--- src/rtl/pipe_result_collector_pkg.sv ---
// rtl/pipe_result_collector_pkg.sv - shared widths, latency and result type for the arithmetic pipeline
package pipe_result_collector_pkg;

    // Result width of the arithmetic pipeline
    localparam int PRC_N = 10;

    // Operand-sample to result-valid latency of the arithmetic pipeline
    localparam int PRC_LAT = 3;

    typedef logic [PRC_N-1:0] result_t;

endpackage

--- src/rtl/sync_fifo_fwft.sv ---
// rtl/sync_fifo_fwft.sv - first-word fall-through synchronous FIFO with occupancy count
module sync_fifo_fwft
    import pipe_result_collector_pkg::*;
#(
    parameter int N     = PRC_N,
    parameter int DEPTH = 4,
    localparam int LW   = $clog2(DEPTH + 1),
    localparam int PW   = $clog2(DEPTH)
) (
    input  logic          clk,
    input  logic          rst_n,
    input  logic          i_clear,
    input  logic          i_wr_en,
    input  logic [N-1:0]  i_wr_data,
    input  logic          i_rd_en,
    output logic [N-1:0]  o_rd_data,
    output logic [LW-1:0] o_level,
    output logic          o_full,
    output logic          o_empty
);

    logic [N-1:0]  r_mem [DEPTH];
    logic [PW-1:0] r_wr_ptr;
    logic [PW-1:0] r_rd_ptr;
    logic [LW-1:0] r_level;

    logic w_rd;
    logic w_wr;

    // Full/empty come from the occupancy count so pointers can wrap freely
    assign o_full  = (r_level == LW'(DEPTH));
    assign o_empty = (r_level == '0);
    assign o_level = r_level;

    // A full FIFO still accepts a write when the head leaves in the same cycle
    assign w_rd = i_rd_en & ~o_empty;
    assign w_wr = i_wr_en & (~o_full | w_rd);

    // Storage is left unreset; the head is masked to zero while empty
    assign o_rd_data = o_empty ? '0 : r_mem[r_rd_ptr];

    // Storage write at the tail
    always_ff @(posedge clk) begin
        if (w_wr && !i_clear) begin
            r_mem[r_wr_ptr] <= i_wr_data;
        end
    end

    // Pointer and occupancy bookkeeping; clear overrides any read or write
    always_ff @(posedge clk or negedge rst_n) begin
        if (!rst_n) begin
            r_wr_ptr <= '0;
            r_rd_ptr <= '0;
            r_level  <= '0;
        end else if (i_clear) begin
            r_wr_ptr <= '0;
            r_rd_ptr <= '0;
            r_level  <= '0;
        end else begin
            if (w_wr) begin
                r_wr_ptr <= r_wr_ptr + 1'b1;
            end
            if (w_rd) begin
                r_rd_ptr <= r_rd_ptr + 1'b1;
            end
            case ({w_wr, w_rd})
                2'b10:   r_level <= r_level + 1'b1;
                2'b01:   r_level <= r_level - 1'b1;
                default: r_level <= r_level;
            endcase
        end
    end

endmodule

--- src/rtl/pipe_result_collector.sv ---
// rtl/pipe_result_collector.sv - realigns pipeline results with issue slots and queues them for a consumer
module pipe_result_collector
    import pipe_result_collector_pkg::*;
#(
    parameter int N      = PRC_N,
    parameter int LAT    = PRC_LAT,
    parameter int DEPTH  = 4,
    parameter int DROP_W = 8,
    localparam int LW    = $clog2(DEPTH + 1)
) (
    input  logic              clk,
    input  logic              rst_n,
    input  logic              clear,
    input  logic              issue_valid,
    input  logic [N-1:0]      data_in,
    output logic              out_valid,
    output logic [N-1:0]      out_data,
    input  logic              out_ready,
    output logic [LW-1:0]     level,
    output logic              overflow,
    output logic [DROP_W-1:0] drop_count
);

    logic [LAT-1:0]    r_dly;
    logic              r_overflow;
    logic [DROP_W-1:0] r_drop_count;

    logic w_cap;
    logic w_rd;
    logic w_full;
    logic w_empty;
    logic w_drop;

    // The last delay stage marks the cycle in which data_in carries a real result
    assign w_cap  = r_dly[LAT-1];
    assign w_rd   = out_valid & out_ready;
    assign w_drop = w_cap & w_full & ~w_rd;

    assign out_valid  = ~w_empty;
    assign overflow   = r_overflow;
    assign drop_count = r_drop_count;

    // Issue-valid delay line matched to the pipeline latency
    always_ff @(posedge clk or negedge rst_n) begin
        if (!rst_n) begin
            r_dly <= '0;
        end else if (clear) begin
            r_dly <= '0;
        end else begin
            r_dly[0] <= issue_valid;
            for (int i = 1; i < LAT; i++) begin
                r_dly[i] <= r_dly[i-1];
            end
        end
    end

    // Sticky overflow flag and saturating count of results that found no room
    always_ff @(posedge clk or negedge rst_n) begin
        if (!rst_n) begin
            r_overflow   <= 1'b0;
            r_drop_count <= '0;
        end else if (clear) begin
            r_overflow   <= 1'b0;
            r_drop_count <= '0;
        end else if (w_drop) begin
            r_overflow <= 1'b1;
            if (r_drop_count != '1) begin
                r_drop_count <= r_drop_count + 1'b1;
            end
        end
    end

    sync_fifo_fwft #(
        .N     (N),
        .DEPTH (DEPTH)
    ) u_fifo (
        .clk       (clk),
        .rst_n     (rst_n),
        .i_clear   (clear),
        .i_wr_en   (w_cap),
        .i_wr_data (data_in),
        .i_rd_en   (out_ready),
        .o_rd_data (out_data),
        .o_level   (level),
        .o_full    (w_full),
        .o_empty   (w_empty)
    );

endmodule

--- config.mk ---
export PLATFORM = sky130hd
export DESIGN_NAME = pipe_result_collector
export DESIGN_NICKNAME = d
export VERILOG_FILES = /design/src/rtl/pipe_result_collector_pkg.sv /design/src/rtl/sync_fifo_fwft.sv /design/src/rtl/pipe_result_collector.sv
export SDC_FILE = /design/constraint.sdc
export NUM_CORES = 1
export LEC_CHECK = 0
export ABC_AREA = 1
export BUFFER_PORTS_ARGS = -buffer_cell sky130_fd_sc_hd__buf_2
export CAP_MARGIN = 20
export CORE_ASPECT_RATIO = 1.4
export CORE_UTILIZATION = 46
export CTS_BUF_LIST = sky130_fd_sc_hd__clkbuf_4 sky130_fd_sc_hd__clkbuf_8
export CTS_CLUSTER_SIZE = 14
export DETAILED_ROUTE_END_ITERATION = 6
export GPL_ROUTABILITY_DRIVEN = 0
export HOLD_SLACK_MARGIN = 0.06
export PLACE_DENSITY = 0.64
export SETUP_SLACK_MARGIN = 0.3
export SYNTH_ARGS = -nofsm -noshare
export SYNTH_HDL_FRONTEND = slang
export SYNTH_SLANG_ARGS = --single-unit
--- constraint.sdc ---
create_clock -name clk -period 2.7 [get_ports clk]
set_clock_uncertainty 0.05 [all_clocks]
set_input_delay 0.135 -clock clk [delete_from_list [all_inputs] [get_ports clk]]
set_output_delay 0.135 -clock clk [all_outputs]
set_load 0.05 [all_outputs]
==> results.cfg <==
[cells_and_area]
fillers = 499
fin_nets = 344
seq_area_um2 = 1680
diodes = 0
layout.cells.non_filler = 396
post-route-util = 0.592
multi_input_area_um2 = 857
syn2layout_area_growth_pct = 22.2
drive_above_1_share = 0.241

[logic_synthesis]
synth_top_cell_by_area = edfxtp_1
avgSynthCellArea_um2 = 10.3
syn-num-nets = 285
netlist.area_leader.share = 0.442
synth_ff_type = edfxtp_1
yosysUniqueCellTypes = 29
yosysWarnings = 0
synthTopCellsByArea = edfxtp_1, dfrtp_1, nor2_1
synth_area_um2 = 2720
synth_edf_count = 40
synthTopCellsByCount = nor2_1, edfxtp_1, nand2_1
synthArstFlopShare = 0.322
seq_area_frac_synth = 0.618
synth_cells = 264
synth_most_common_cell = nor2_1
synth_seq_cells = 59

[sta]
min_period_over_period = 0.793
drv_slew = 0
setup_viol = 0
tightest_slew_ns = 0.449
period_needed_ns = 2.14
finalHoldViolCount = 0
timing.slew.headroom = 0.700
fin_tns_setup_ns = 0
setup_ws_ns = 0.559
fmax_ghz = 0.467
grt_setup_unrepaired = no

[run_status]
status = finished, final reports clean

[hold_path]
min_delay_path_depth = 2
hp-start = clear
hp-class = primary input to flip-flop
hold-path-endpoint = overflow$_DFFE_PN0P_

[clocking]
ctsResizeCount = 0
cts_made_buffers = 9
cts-root-buf = clkbuf_8
cts_tree = yes
htreeDepth = 3
cts_buffer_depth = 2
numClockSinks = 59
clk_latency_ns = 0.33
path_clk_slew_ns = 0.06

[run]
drv_cap = 0

[setup_path]
cp.arrival_ns = 1.96
r2r_start = u_fifo.o_level[0]$_DFFE_PN0P_
critPathTopFamily = buffers and inverters
crit_buf_inv = 2
startpoint_type = flip-flop
r2r_cells = 11
r2r_end = u_fifo.o_level[2]$_DFFE_PN0P_
critPathCaptureType = output pin
reg2reg_slack_ns = 0.66
max_stage_delay_ns = 0.59
slowest_stage = dfrtp_1
path_class = flip-flop to output pin
path_depth = 5
critPathMaxFanout = 12
cp_data_required_time_ns = 2.52
path_cells = inv_1, nor2_1, o21ai_1, a21oi_1, buf_2

[detailed_routing]
antenna_left = 0
drt-wirelength-per-cell_um = 13.1
drt-initial-drc-count = 104
drc = 0
vias_per_cell = 4.90
dr.pass1.iters = 5
finalWirelength_mm = 5.17
vias = 1941

[placed_design]
dp_hpwl_mm = 3.44
place_ws_ns = 0.686
post-place-cells = 367
port_buffers = 37

[global_route]
grt_pass1_vias = 1885
grtUsageTotal = 0.184
grt_max_degree = 22
antenna_found_initial = 0
globalRouteOverflowTotal = 0
grt_pass1_wl_mm = 8.26

[power]
p_per_area_nw_per_um2 = 871
p_leak_nw = 1.42
peakVddDrop_uv = 473

[floorplanning]
ios = 38
fp.dieArea_um2 = 6220
rows = 32
core_um2 = 5610
initial_utilization = 0.484
fp.dieH_um = 92.9
chipWidth_um = 66.9
-- cell type report --
class,instances,share of cell area
tap,68,0.0256
sequential,59,0.505
multi-input combinational,166,0.258
timing repair buffer,57,0.111
clock buffer,10,0.0396
inverter,30,0.0362
clock inverter,6,0.0241
-- cell usage in the layout (no fill, tap or decap), types with 2 or more instances in the layout --
cell            n
buf_4           7
nand4_1         3
nand3_1        14
bufinv_16       2
dfrtp_1        19
o21ai_0         5
clkbuf_8        9
nand2_1        29
a21oi_1        14
ha_1            5
xnor2_1         2
clkinv_1        2
nand2_2         4
nand3_2         2
dlygate4sd3_1  13
o21ai_1        22
inv_2           3
edfxtp_1       40
o21ai_2         5
nor2_1         53
inv_1          26
buf_2          37
-- per-stage QoR --
step | hold slack, ns | instance area [um2] | power [mW]
after CTS | 0.0763 | 3320 | 2.92
after floorplan | -0.211 | 2720 | 1.83
after global routing | 0.0936 | 3320 | 3.02
after detailed placement | 0.0612 | 2980 | 2.05
after global placement | 0.0592 | 2980 | 2.04
final | 0.0863 | 3320 | 2.89
-- worst max path at each step --
stage	start	end
after floorplan	u_fifo.o_level[0]$_DFFE_PN0P_	u_fifo.o_level[2]$_DFFE_PN0P_
final	u_fifo.r_rd_ptr[1]$_DFFE_PN0P_	out_data[5]
after global placement	u_fifo.o_level[0]$_DFFE_PN0P_	u_fifo.o_level[2]$_DFFE_PN0P_
after global routing	u_fifo.r_rd_ptr[1]$_DFFE_PN0P_	out_data[4]
after detailed placement	u_fifo.o_level[0]$_DFFE_PN0P_	u_fifo.o_level[2]$_DFFE_PN0P_
after CTS	u_fifo.r_rd_ptr[1]$_DFFE_PN0P_	out_data[5]
-- registers in the layout (all words and copies together) (netlist names) --
register	cells
r_dly	3
u_fifo.r_rd_ptr	2
u_fifo.r_mem	40
u_fifo.o_level	3
overflow	1
u_fifo.r_wr_ptr	2
drop_count	8
-- repair_timing --
action | CTS | global route
hold endpoints to repair | 61 | 0
hold buffers | 13 | 0
setup buffers | 0 | 0
-- cell families after synthesis --
group	after synthesis	synth area share
compound gates	46	0.0917
xor+xnor	3	0.00968
fa+ha+maj	6	0.0304
buf+inv	39	0.0668
flops	59	0.618
simple gates	111	0.184
-- power breakdown --
group,switching [mW],internal [mW]
Sequential,0.0593,1.00
Clock,0.335,0.522
Combinational,0.737,0.235
Total,1.13,1.76
-- worst register-to-register path, cell delays in order (launching register included) --
cell     delay [ns]
dfrtp_1        0.45
nor2_4         0.18
nand2_2        0.09
nand3_1        0.17
inv_1          0.08
fa_1           0.38
xnor2_1        0.21
inv_1          0.06
nand2_1        0.07
nand2_1        0.06
nand3_1        0.08
nand2_1        0.05
-- routing by layer --
metal | GRT usage | routed length (um)
met1 | 0.208 | 2230
met2 | 0.317 | 2730
met3 | 0.0320 | 152
met4 | 0.106 | 62
met5 | 0 | 0
Power figures use the tool's default switching activity.
